**src/rtl/rv32_lsu_pkg.sv**
```systemverilog
// Shared definitions for the RV32I load/store unit: funct3 width codes,
// sequencer states and the op legality check.
package rv32_lsu_pkg;

    localparam logic [2:0] F3_B  = 3'b000;
    localparam logic [2:0] F3_H  = 3'b001;
    localparam logic [2:0] F3_W  = 3'b010;
    localparam logic [2:0] F3_BU = 3'b100;
    localparam logic [2:0] F3_HU = 3'b101;

    typedef enum logic [1:0] {
        S_IDLE = 2'd0,
        S_REQ  = 2'd1,
        S_FIN  = 2'd2,
        S_ERR  = 2'd3
    } lsu_state_t;

    // An op is rejected before any bus access when its funct3 is not a legal
    // RV32I load/store width or its address is not naturally aligned.
    function automatic logic op_is_bad(input logic       is_store,
                                       input logic [2:0] funct3,
                                       input logic [1:0] addr_lo);
        logic illegal;
        logic misaligned;
        illegal    = (funct3 == 3'b011) || (funct3[2:1] == 2'b11) ||
                     (is_store && funct3[2]);
        misaligned = ((funct3[1:0] == 2'b01) && addr_lo[0]) ||
                     ((funct3[1:0] == 2'b10) && (addr_lo != 2'b00));
        return illegal || misaligned;
    endfunction

endpackage

```
**src/rtl/load_align.sv**
```systemverilog
// Selects the addressed byte/half of a read word and sign- or zero-extends it
// according to the RV32I load width.
module load_align
    import rv32_lsu_pkg::*;
(
    input  logic [31:0] rdata,
    input  logic [1:0]  addr_lo,
    input  logic [2:0]  funct3,
    output logic [31:0] result
);

    logic [7:0]  byte_sel;
    logic [15:0] half_sel;

    always_comb begin
        case (addr_lo)
            2'd0:    byte_sel = rdata[7:0];
            2'd1:    byte_sel = rdata[15:8];
            2'd2:    byte_sel = rdata[23:16];
            default: byte_sel = rdata[31:24];
        endcase
        half_sel = addr_lo[1] ? rdata[31:16] : rdata[15:0];

        case (funct3)
            F3_B:    result = {{24{byte_sel[7]}}, byte_sel};
            F3_BU:   result = {24'd0, byte_sel};
            F3_H:    result = {{16{half_sel[15]}}, half_sel};
            F3_HU:   result = {16'd0, half_sel};
            default: result = rdata;
        endcase
    end

endmodule

```
**src/rtl/load_store_unit.sv**
```systemverilog
// Multi-cycle load/store sequencer: one memory op per start pulse over a
// valid/ack bus, with a single register-file write for loads.
module load_store_unit
    import rv32_lsu_pkg::*;
#(
    parameter int unsigned TIMEOUT_CYC = 16
) (
    input  logic        clk,
    input  logic        rst_n,
    input  logic        start,
    input  logic        is_store,
    input  logic [2:0]  funct3,
    input  logic [31:0] addr,
    input  logic [31:0] sdata,
    input  logic [4:0]  rd,
    output logic        mem_req,
    output logic        mem_we,
    output logic [31:0] mem_addr,
    output logic [31:0] mem_wdata,
    output logic [3:0]  mem_be,
    input  logic        mem_ack,
    input  logic [31:0] mem_rdata,
    output logic        rf_we,
    output logic [4:0]  rf_wraddr,
    output logic [31:0] rf_wrdata,
    output logic        busy,
    output logic        done,
    output logic        err_misalign,
    output logic        err_timeout
);

    localparam int unsigned CNT_W = $clog2(TIMEOUT_CYC);
    localparam logic [CNT_W-1:0] CNT_LAST = CNT_W'(TIMEOUT_CYC - 1);

    lsu_state_t       state;
    logic [CNT_W-1:0] cnt;
    logic             is_store_q;
    logic [2:0]       funct3_q;
    logic [1:0]       addr_lo_q;
    logic [4:0]       rd_q;

    logic [31:0]      lane_wdata;
    logic [3:0]       lane_be;
    logic [31:0]      load_result;

    // Bus lanes are derived from the incoming op so they are registered
    // alongside the REQ transition and stay stable for the whole request.
    always_comb begin
        lane_wdata = sdata;
        lane_be    = 4'b1111;
        if (is_store) begin
            case (funct3[1:0])
                2'b00: begin
                    lane_wdata = {4{sdata[7:0]}};
                    lane_be    = 4'b0001 << addr[1:0];
                end
                2'b01: begin
                    lane_wdata = {2{sdata[15:0]}};
                    lane_be    = addr[1] ? 4'b1100 : 4'b0011;
                end
                default: begin
                    lane_wdata = sdata;
                    lane_be    = 4'b1111;
                end
            endcase
        end
    end

    load_align u_load_align (
        .rdata   (mem_rdata),
        .addr_lo (addr_lo_q),
        .funct3  (funct3_q),
        .result  (load_result)
    );

    always_ff @(posedge clk or negedge rst_n) begin
        if (!rst_n) begin
            state        <= S_IDLE;
            cnt          <= '0;
            is_store_q   <= 1'b0;
            funct3_q     <= '0;
            addr_lo_q    <= '0;
            rd_q         <= '0;
            mem_req      <= 1'b0;
            mem_we       <= 1'b0;
            mem_addr     <= '0;
            mem_wdata    <= '0;
            mem_be       <= '0;
            rf_we        <= 1'b0;
            rf_wraddr    <= '0;
            rf_wrdata    <= '0;
            busy         <= 1'b0;
            done         <= 1'b0;
            err_misalign <= 1'b0;
            err_timeout  <= 1'b0;
        end else begin
            done         <= 1'b0;
            rf_we        <= 1'b0;
            err_misalign <= 1'b0;
            err_timeout  <= 1'b0;
            case (state)
                S_IDLE: begin
                    if (start) begin
                        is_store_q <= is_store;
                        funct3_q   <= funct3;
                        addr_lo_q  <= addr[1:0];
                        rd_q       <= rd;
                        mem_we     <= is_store;
                        mem_addr   <= {addr[31:2], 2'b00};
                        mem_wdata  <= lane_wdata;
                        mem_be     <= lane_be;
                        busy       <= 1'b1;
                        if (op_is_bad(is_store, funct3, addr[1:0])) begin
                            state        <= S_ERR;
                            err_misalign <= 1'b1;
                        end else begin
                            state   <= S_REQ;
                            mem_req <= 1'b1;
                            cnt     <= '0;
                        end
                    end
                end
                S_REQ: begin
                    if (mem_ack) begin
                        state     <= S_FIN;
                        mem_req   <= 1'b0;
                        done      <= 1'b1;
                        rf_we     <= !is_store_q && (rd_q != 5'd0);
                        rf_wraddr <= rd_q;
                        rf_wrdata <= load_result;
                    end else if (cnt == CNT_LAST) begin
                        state       <= S_ERR;
                        mem_req     <= 1'b0;
                        err_timeout <= 1'b1;
                    end else begin
                        cnt <= cnt + 1'b1;
                    end
                end
                S_FIN, S_ERR: begin
                    state <= S_IDLE;
                    busy  <= 1'b0;
                end
                default: begin
                    state   <= S_IDLE;
                    busy    <= 1'b0;
                    mem_req <= 1'b0;
                end
            endcase
        end
    end

endmodule

```
**config.mk**
```make
export PLATFORM = sky130hd
export DESIGN_NAME = load_store_unit
export DESIGN_NICKNAME = d
export VERILOG_FILES = /design/src/rtl/rv32_lsu_pkg.sv /design/src/rtl/load_align.sv /design/src/rtl/load_store_unit.sv
export SDC_FILE = /design/constraint.sdc
export NUM_CORES = 1
export LEC_CHECK = 0
export CORE_MARGIN = 2
export CORE_UTILIZATION = 40
export DETAILED_ROUTE_END_ITERATION = 12
export PLACE_DENSITY = 0.77
export SLEW_MARGIN = 0
export SYNTH_ARGS = -nofsm -noshare
export SYNTH_HDL_FRONTEND = slang
export SYNTH_SLANG_ARGS = --single-unit
```
**constraint.sdc**
```tcl
create_clock -name clk -period 1.6 [get_ports clk]
set_input_delay 0.48 -clock clk [delete_from_list [all_inputs] [get_ports clk]]
set_output_delay 0.48 -clock clk [all_outputs]
set_load 0.02 [all_outputs]
```
# --- Word-level counts from Yosys, hierarchy flattened ---
# Index checks and enable logic that the tools add are counted.
totals:
  regBits: 126
  out_inout_bits: 112
op_classes:
  addsub: 1
  n_eq_ne: 18
  n_shift: 1
  n_mux: 35
  n_reduce_logical: 24
op_table:
  columns: ["op", "n"]
  rows:
  - ["case mux 32 bit (4 select lines)", 1]
  - ["case mux 32 bit (2 select lines)", 1]
  - ["two-way mux 32 bit", 1]
  - ["two-way mux 4 bit", 6]
  - ["case mux 8 bit (3 select lines)", 1]
  - ["two-way mux 16 bit", 1]
  - ["case mux 4 bit (2 select lines)", 2]
  - ["two-way mux 1 bit", 15]
  - ["== test 2 bit (second input constant)", 5]
  - ["two-way mux 2 bit", 4]
  - ["inequality test 2 bit (second input constant)", 4]
  - ["AND reduction 2 bit", 4]
  - ["== test 2 x 1 -> 1 bit (second input constant)", 3]
  - ["== test 3 bit (second input constant)", 2]
  - ["zero test 2 bit", 3]
  - ["case mux 2 bit (3 select lines)", 1]
  - ["nonzero test 2 bit", 3]
  - ["AND reduction 5 bit", 1]
  - ["nonzero test 5 bit", 1]
  - ["adder 4 x 1 -> 4 bit (second input constant)", 1]
  - ["== test 4 bit (second input constant)", 1]
  - ["logical AND 1 bit", 4]
  - ["logical OR 1 bit", 4]
  - ["case mux 1 bit (2 select lines)", 2]
  - ["8 further kinds", 8]

# --- Depth between registers and ports, before layout ---
# Gate-level depths: netlist of the first run.
depth:
  ltp_word: 7
  ltp_mapped: 7
  mapped_depth_nobuf: 5

# --- Cells and area by module ---
# Synthesis of the first run repeated with hierarchy kept, for this count alone.
hier_totals:
  hier_cells: 626
  area_unflattened_um2: 6160.9
by_module_without_submodules:
  columns: ["module", "n_inst", "cells_each", "area_each_um2"]
  rows:
  - ["load_store_unit", 1, 493, 5191.2]
  - ["load_align", 1, 133, 969.7]

# --- Worst setup path before layout of the first run ---
# OpenSTA, ideal clock, no wires.
synth_timing:
  kind: "input to register"
  from: "input port mem_rdata[31]"
  to: "register rf_wrdata[21]"
  setup_ps: 121
  arrival_time_ps: 1643
  required_ps: 1479
  path_slack_ps: -164
  path_stages: 5
  path_buffers: 1
  cell_sequence: "mux4_2 > nor3b_2 > o31ai_4 > buf_6 > a21oi_1"
synth_between:
  elab_chain_cells: 2
  word_cells_on_any_way: 3
synth_lines:
  columns: ["item", "line", "rtl"]
  rows:
  - ["start, declared", "load_store_unit.sv:22", "input logic [31:0] mem_rdata,"]
  - ["case mux 8 bit (3 select lines) / two-way mux 16 bit (equally long branches)", "load_align.sv:16, load_align.sv:22", null]
  - ["case mux 32 bit (4 select lines) (*)", "load_align.sv:24", "case (funct3)"]
  - ["end signal, assigned", "load_store_unit.sv:130", "rf_wrdata <= load_result;"]
  - ["end, declared", "load_store_unit.sv:25", "output logic [31:0] rf_wrdata,"]
# Mark *: on every way between the ends. The rest lies on a longest branch, timed or not.
# A chain may end at the register's enable or synchronous reset.

# --- Worst setup path in the final report of the first run ---
layout_timing:
  from: "register addr_lo_q[1]"
  to: "register rf_wrdata[19]"
layout_between:
  elab_chain_cells: 3
  word_cells_on_any_way: 6
layout_lines:
  columns: ["item", "line", "rtl"]
  rows:
  - ["start, declared", "load_store_unit.sv:39", "logic [1:0] addr_lo_q;"]
  - ["start signal, assigned", "load_store_unit.sv:106", "addr_lo_q <= addr[1:0];"]
  - ["== test 2 bit (tied with other cells)", "load_align.sv:16", "case (addr_lo)"]
  - ["case mux 8 bit (3 select lines)", "load_align.sv:16", null]
  - ["case mux 32 bit (4 select lines) (*)", "load_align.sv:24", null]
# Marked as above.

==> out/qor.txt, run 1 <==
Critical path buffers and inverters - 1
fillcell total - 1175
hpwl dp - 12300 um
storage element area - 3150 um2
Layout Skew - 6.82 ps
Rows - 43
Setup CP Type - reg -> reg
r2r startpoint - addr_lo_q[1]
Pins Over Slew Limit - 0
core area - 13800 um2
slowest library cell on the worst path - mux4_2
CP Launch Type - flip-flop
crit path to - rf_wrdata[19]
shortest period the worst path allows - 1790 ps
Die Footprint - 15000 um2
Clock power frac - 20.2%
cell depth of the worst setup path - 5
I/O Pins - 221
R2R setup slack - -190 ps
Crit path max-delay family - multiplexers
grt ovf - 0
worst hold path class - in -> reg
GRT Total Usage - 23.6%
Clock Path Buffers - 2
share of layout cells above drive strength 1 - 23.9%
CP arrival - 2090 ps
pin count of the biggest net entering global routing - 59
vias in the first global route - 5488
period utilization - 112%
synthesis-stage register bit count - 126
H-tree level count - 4
hold path startpoint - funct3[2]
CTS tree - done
FFs w/ async S/R, synth - 100%
critical path fanouts, max - 8
initial antenna violation count - 0
Routed Antenna Nets - 0
part of the power in registers - 32.6%
CTS Root Cell - clkbuf_16
Die Ht - 122 um
Synth top area share - 56.2%
Nets - 1004
Sink Count - 126
DP Area - 8470 um2
leakage - 4.26 nW
Inserted Clock Buffers - 17
Int Power - 0.0102 W
Cells after DPL - 1049
Remaining DRCs - 0
count leader, synth - nand2_1
RD Place Congestion - 0.813
outcome - finished, violations left
fin cells - 1087
diode count - 0
syn avg cell area - 9.03 um2
Distinct cells, synth - 41
sequential area share after synthesis - 56.2%
area of the multi-input gates - 2420 um2
Layout Area Growth over Synthesis - 60.4%
starting density of the core - 40.7%
first-iteration detailed-routing DRC count - 216
total negative setup slack - -3660 ps
Worst-path clk slew - 60 ps
P_sw - 0.00707 W
peak supply drop - 0.00107 V
Routed WL - 17300 um
Setup Slack @ Placement - -616 ps
fmax - 558 MHz
Post-Syn Area - 5610 um2
pwr/cell area - 1920 nW/um2
Max-Cap Viols - 0
ys flop type - dfrtp_1
Port Buf Inserts - 218
setup slack after layout - -192 ps
first-pass GRT wire length - 27300 um
combinational fraction of design power - 47.2%
ranking of synthesized cells by area - dfrtp_1 56%, nand2_1 15%, nor2_1 3.1%
CP startpoint - addr_lo_q[1]
Final Hold Viols - 0
drt pass-1 iters - 6
latest clock arrival within the worst-skew pair - 410 ps
Synthesis Warnings - 0
cell area after layout - 8990 um2
Reg-to-Reg End - rf_wrdata[19]
Worst setup EP type - flip-flop
critical path cell sequence - mux4_2 > nor3b_4 > o31ai_4 > buf_6 > a21oi_2
CP max stage delay - 530 ps
Worst Path Required - 1900 ps
Mapped Cells - 621
vias per inst - 4.96
RSZ-0062 raised after global routing - true
EDFF count, synth - 0
Switching Share - 40.9%
leading area contributor after synthesis - dfrtp_1
Post-synth top cells - 228 x nand2_1, 126 x dfrtp_1, 47 x nor2_1
Via Count - 5387
die span in x - 122 um
Worst R2R Path Depth - 5
WL per Instance - 15.9 um
setup violators final - 25
failing checks - setup timing
cells in the final DEF, fill, tap and decap left out, drive strengths merged, types with 3 or more instances in the layout:
cell type,n
or3,8
buf,75
and2,4
o31ai,11
clkinvlp,3
o21ai,31
a21oi,33
a31oi,13
clkdlybuf4s15,61
clkdlybuf4s50,101
nor2,47
mux2,13
nand2,228
nand3,3
inv,8
clkinv,7
nor3b,3
mux2i,16
dfrtp,126
clkbuf,66
a211oi,7
nand2b,6
dlygate4sd2,9
nor2b,5
layout make-up:
class                      instances  share of cell area, %
timing repair buffer             293                   29.2
clock inverter                    11                   1.06
inverter                           8                  0.334
tap                              180                   2.50
sequential                       126                   35.1
clock buffer                      21                   4.90
multi-input combinational        448                   27.0
per-layer routing:
metal | GRT usage (%) | share of wire, % | vias up
met5 | 0 | 0 | -
met4 | 11.4 | 3.3 | 0
met3 | 8.09 | 8.9 | 41
met2 | 37.5 | 47 | 216
met1 | 28.8 | 41 | 2541
li1 | - | - | 2589
per-stage QoR:
step	util (%)	total power [W]	hold WS [ps]
after floorplan	-	0.00994	184
after global placement	61.5	0.0141	365
after detailed placement	61.5	0.0143	366
after CTS	66.2	0.0175	470
after global routing	65.3	0.0184	486
final	65.3	0.0173	460
power groups by stage:
stage / logic (W) / registers (W) / clock network (W)
finish: 0.00817 / 0.00563 / 0.00349
global route: 0.00888 / 0.00580 / 0.00372
detailed placement: 0.00872 / 0.00561 / 0
floorplan: 0.00282 / 0.00712 / 0
global placement: 0.00857 / 0.00557 / 0
CTS: 0.00830 / 0.00562 / 0.00355
worst min-delay path by stage:
stage,to,slack (ps),cells after the start
after floorplan,addr_lo_q[0],180,0
after global placement,rf_wrdata[7],360,1
after detailed placement,rf_wrdata[7],370,1
after CTS,rf_wraddr[4],470,2
after global routing,funct3_q[2],490,4
final,funct3_q[2],460,4
kinds of logic (layout without fill, tap and decap cells):
| logic type | Yosys count | in the layout | share of synthesized area [%] |
|---|---|---|---|
| adders and majority gates | 1 | 1 | 0.223 |
| AOI/OAI and AO/OA | 103 | 103 | 11.0 |
| muxes | 31 | 31 | 6.27 |
| buffers and inverters | 48 | 333 | 3.57 |
| other | 1 | 2 | 0.0669 |
| and+or+nand+nor | 311 | 311 | 22.6 |
| DFF | 126 | 126 | 56.2 |
state kept, by name, summed over array words and instances, names as in the netlist:
signal	flops
mem_wdata	32
mem_addr	30
state	2
mem_be	4
addr_lo_q	2
funct3_q	3
rf_wrdata	32
cnt	4
rd_q	5
is_store_q	1
busy	1
err_timeout	1
mem_req	1
err_misalign	1
done	1
rf_wraddr	5
rf_we	1
worst reg2reg max path, cell delays in order, from the launching register on:
cell	delay, ps
dfrtp_2	400
mux4_2	530
nor3b_4	180
o31ai_4	300
buf_6	200
a21oi_2	70
timing repair:
action,CTS,global route
setup endpoints to repair,153,106
gates resized for setup,240,92
pin swaps,3,10
hold buffers,1,0
endpoints found under the hold margin,12,0
cloned,1,0
buffers inserted,3,4
Power figures use the tool's default switching activity.
==> run 2, diff against run 1 <==
- ABC_AREA: unset -> 1
- REMOVE_ABC_BUFFERS: unset -> 1
==> run 2 against run 1 <==
Compared with the run above:
- largest power group unchanged
- setup slack improved by 220 ps
- largest cell class unchanged
- cell area decreased by 1.3%
- wire length rose by 2.0%
- synthesized cell count up 17%
- core utilization shrank 3.7 points
- die area grew 4.4%
- the flow now finishes without violations
- maximum frequency up 14%
- sequential power about the same
- critical path depth is 4 lower
- synthesized area rose by 4.6%
- count of clock-buffer cells in the layout unchanged
- flip-flop and latch count unchanged
==> out/qor.txt, run 2 <==
outcome - finished, final reports clean
Rows - 44
syn avg cell area - 8.04 um2
Mapped Cells - 729
Port Buf Inserts - 218
Sink Count - 126
Critical path buffers and inverters - 1
diode count - 0
Max-Cap Viols - 0
Synthesis Warnings - 0
Worst Path Required - 1120 ps
Inserted Clock Buffers - 17
most common cell after layout, fill and taps aside - nand2_1
H-tree level count - 4
leading area contributor after synthesis - dfrtp_1
Worst setup EP type - output port
slowest library cell on the worst path - dfrtp_1
shortest period the worst path allows - 1570 ps
Post-Syn Area - 5860 um2
Die Footprint - 15600 um2
setup violators final - 0
grt ovf - 0
die span in x - 125 um
Die Ht - 125 um
peak supply drop - 0.00111 V
leakage - 4.52 nW
most frequent cells in the layout - 280 x nand2_1, 126 x dfrtp_1, 106 x clkdlybuf4s50_1, 73 x clkbuf_2, 53 x a21oi_1
share of layout cells above drive strength 1 - 21.1%
first-iteration detailed-routing DRC count - 387
I/O Pins - 221
ys flop type - dfrtp_1
sequential area share after synthesis - 53.8%
CP arrival - 1090 ps
Hold WS - 422 ps
vias per inst - 4.92
period utilization - 98.1%
core area - 14400 um2
r2r startpoint - cnt[0]
Crit path max-delay family - flip-flops
vias in the first global route - 5832
CP startpoint - mem_wdata[5]
Top Registers - mem_wdata (32), rf_wrdata (32), mem_addr (30)
FFs w/ async S/R, synth - 100%
Remaining DRCs - 0
Final Hold Viols - 0
initial antenna violation count - 0
Worst-path clk slew - 60 ps
CP Launch Type - flip-flop
hpwl dp - 13000 um
synthesis-stage register bit count - 126
Layout Area Growth over Synthesis - 51.5%
first-pass GRT wire length - 29100 um
Distinct cells, synth - 34
Routed Antenna Nets - 0
Via Count - 5793
RSZ-0062 raised after global routing - false
Pins Over Slew Limit - 0
critical path fanouts, max - 2
CP max stage delay - 380 ps
drt pass-1 iters - 6
ranking of synthesized cells by area - dfrtp_1 54%, nand2_1 18%, a21oi_1 4.5%
worst hold path class - in -> async
latest clock arrival within the worst-skew pair - 420 ps
count leader, synth - nand2_1
GRT Total Usage - 23.3%
pin count of the biggest net entering global routing - 53
CTS Root Cell - clkbuf_16
CTS tree - done
Nets - 1091
Synth top area share - 53.8%
critical path cell sequence - clkdlybuf4s15_1
Layout Skew - 15.0 ps
final core occ - 61.6%
WL per Instance - 15.0 um
Clock Path Buffers - 2
R2R setup slack - 140 ps
starting density of the core - 40.6%
pwr/cell area - 2040 nW/um2
Setup CP Type - reg -> out
Routed WL - 17700 um
Post-synth top cells - 281 x nand2_1, 126 x dfrtp_1, 53 x a21oi_1
fmax - 637 MHz
EDFF count, synth - 0
post-CTS setup buffers - 0
RD Place Congestion - 0.828
[run 2: where the power goes]
part	switching, W	internal (W)	leakage [nW]
clock network	0.00141	0.00288	0.323
registers	0.000917	0.00469	1.52
logic	0.00500	0.00319	2.68
[run 2: per-stage QoR]
| step | cells | setup WS, ps | setup TNS (ps) | total power [W] | instance area, um2 |
|---|---|---|---|---|---|
| final | 1178 | 30.4 | 0 | 0.0181 | 8880 |
| after global routing | 1178 | 0.462 | 0 | 0.0194 | 8880 |
| after CTS | 1178 | 0.00322 | 0 | 0.0187 | 9260 |
| after detailed placement | 1145 | -341 | -19280 | 0.0149 | 8580 |
| after global placement | 1145 | -272 | -15830 | 0.0148 | 8580 |
| after floorplan | 694 | -1220 | -86840 | 0.0103 | 5670 |
[run 2: final timing paths]
path,endpoint,cells after the start
worst max-delay path,mem_wdata[5],1
worst min-delay path,done,2
worst max register to register,mem_req,7
worst min register to register,mem_addr[2],2
max in group asynchronous,mem_addr[16],3
min in group clk,mem_addr[2],2
[run 2: logic make-up (layout without fill, tap and decap cells)]
family          after synthesis  after routing  share of synthesized area [%]
flops                       126            126                           53.8
buf+inv                      86            350                           6.55
xor+xnor                      1              1                          0.149
other cells                   1              2                         0.0640
fa+ha+maj                     1              1                          0.213
compound gates              110            110                           10.4
simple gates                404            404                           28.9
[run 2: metal layers]
metal  track usage [%]  routed length, um  vias to the layer above  part of all wire, %
li1                  -                  -                     2839                    -
met2              38.3               8390                      258                   48
met1              28.2               7130                     2674                   40
met4              5.75                279                        0                  1.6
met5                 0                  0                        -                    0
met3              10.6               1860                       22                   11
[run 2: worst register-to-register path, delay by kind of cell, from the launching register on]
kind / cells / cell delay (ps)
buf+inv: 1 / 180
flops: 1 / 420
fa+ha+maj: 1 / 240
simple gates: 5 / 560
[run 2: area by class of cell]
type | count | area (um2)
repair buffers | 268 | 2310
fillers | 1292 | 5540
well taps | 184 | 230
inverters | 50 | 190
flip-flops and latches | 126 | 3150
clock inverters | 11 | 186
multi-input cells | 518 | 2340
clock buffers | 21 | 470
[run 2: repair_timing]
item                       4_1_cts  5_1_grt
pin swaps                        0        0
hold endpoints to repair         2        0
hold buffers                     1        0
setup endpoints to repair      109       92
resized for setup              222       95
==> run 3, diff against run 2 <==
- CTS_CLUSTER_DIAMETER: unset -> 80
- TNS_END_PERCENT: unset -> 50
==> run 3 against run 2 <==
Compared with the run above:
- combinational power is essentially flat
- critical path depth is the same
- flip-flop and latch count is the same
- sequential share of layout area shrank 0.075 points
- maximum frequency shrank 0.32%
- critical path type unchanged
==> out/qor.txt, run 3 (synthesized netlist as in run 2, its figures left out) <==
fillcell total - 1286
die span in x - 125 um
Die Ht - 125 um
Inserted Clock Buffers - 17
hpwl dp - 13000 um
final core occ - 61.7%
area of the multi-input gates - 2340 um2
Layout Skew - 12.9 ps
setup violators final - 0
Clock Path Buffers - 2
critical path cell sequence - clkdlybuf4s15_2
vias per inst - 4.91
vias in the first global route - 5832
Rows - 44
storage element area - 3150 um2
initial antenna violation count - 0
fmax - 635 MHz
Sink Count - 126
CP max stage delay - 390 ps
Final Hold Viols - 0
RSZ-0062 raised after global routing - true
leakage - 4.53 nW
Design Power - 0.0181 W
drt pass-1 iters - 6
most common cell after layout, fill and taps aside - nand2_1
Worst-path clk slew - 60 ps
pwr/cell area - 2030 nW/um2
Worst Path Required - 1120 ps
diode count - 0
starting density of the core - 40.6%
RD Place Congestion - 0.828
cell area after layout - 8900 um2
shortest period the worst path allows - 1570 ps
Layout Area Growth over Synthesis - 51.8%
pin count of the biggest net entering global routing - 53
first-iteration detailed-routing DRC count - 380
Worst setup EP type - output port
CTS Root Cell - clkbuf_16
Remaining DRCs - 0
Setup CP Type - reg -> out
Via Count - 5787
Routed WL - 17600 um
Crit path max-delay family - flip-flops
first-pass GRT wire length - 29100 um
slowest library cell on the worst path - dfrtp_1
GRT Total Usage - 23.3%
critical path fanouts, max - 2
worst hold path class - in -> async
grt ovf - 0
Nets - 1091
CTS tree - done
CP arrival - 1090 ps
Pins Over Slew Limit - 0
period utilization - 98.4%
most frequent cells in the layout - 280 x nand2_1, 126 x dfrtp_1, 106 x clkdlybuf4s50_1, 73 x clkbuf_2, 53 x a21oi_1
Max-Cap Viols - 0
I/O Pins - 221
Routed Antenna Nets - 0
outcome - finished, final reports clean
Critical path buffers and inverters - 1
Top Registers - mem_wdata (32), rf_wrdata (32), mem_addr (30)
DP Area - 8580 um2
share of layout cells above drive strength 1 - 21.1%
latest clock arrival within the worst-skew pair - 420 ps
Port Buf Inserts - 218
H-tree level count - 4
post-CTS setup buffers - 0
core area - 14400 um2
CP Launch Type - flip-flop
peak supply drop - 0.00111 V
Die Footprint - 15600 um2
WL per Instance - 15.0 um
-- run 3: changes by cell type in the layout (fill, tap and decap cells not counted), sizes merged --
cell,previous run,this run
clkdlybuf4s15,28,31
buf,56,53
-- run 3: layout make-up --
| cell class | count | area share (%) |
|---|---|---|
| Multi-Input combinational cell | 518 | 26.3 |
| Timing Repair Buffer | 268 | 26.2 |
| Inverter | 50 | 2.14 |
| Tap cell | 184 | 2.59 |
| Clock inverter | 11 | 2.09 |
| Clock buffer | 21 | 5.29 |
| Sequential cell | 126 | 35.4 |
-- run 3: repair_timing --
| action | CTS | global route |
|---|---|---|
| gates resized for setup | 221 | 90 |
| endpoints found under the setup margin | 109 | 92 |
| hold buffers | 1 | 0 |
| endpoints found under the hold margin | 2 | 0 |
-- run 3: metal layers --
metal,vias up,share of wire (%),GRT usage (%)
met5,-,0,0
met4,0,1.4,5.75
met3,19,10,10.6
met2,238,48,38.3
met1,2691,41,28.2
li1,2839,-,-
-- run 3: worst paths after layout --
check	depth (start not counted)	to	from	slack (ps)
max in group asynchronous	3	mem_addr[16]	rst_n	710
worst max-delay path	1	mem_be[0]	mem_be[0]	30
worst min-delay path	2	done	rst_n	420
worst max register to register	7	mem_req	cnt[0]	140
worst min register to register	2	mem_addr[2]	mem_addr[2]	480
min in group clk	2	mem_addr[2]	mem_addr[2]	480
-- run 3: per-stage QoR --
step                      setup WS [ps]  hold slack, ps  setup TNS [ps]  instances
after floorplan                   -1220             184          -86840        694
after global placement             -272             280          -15830       1145
after detailed placement           -341             279          -19280       1145
after CTS                        -0.351             415          -0.351       1178
after global routing              -12.8             414           -14.1       1178
final                              25.3             422               0       1178
-- run 3: where the power goes --
part	total [W]	switching [W]	internal, W
combinational	0.00821	0.00500	0.00321
sequential	0.00561	0.000918	0.00469
clock	0.00430	0.00142	0.00288
total	0.0181	0.00733	0.0108
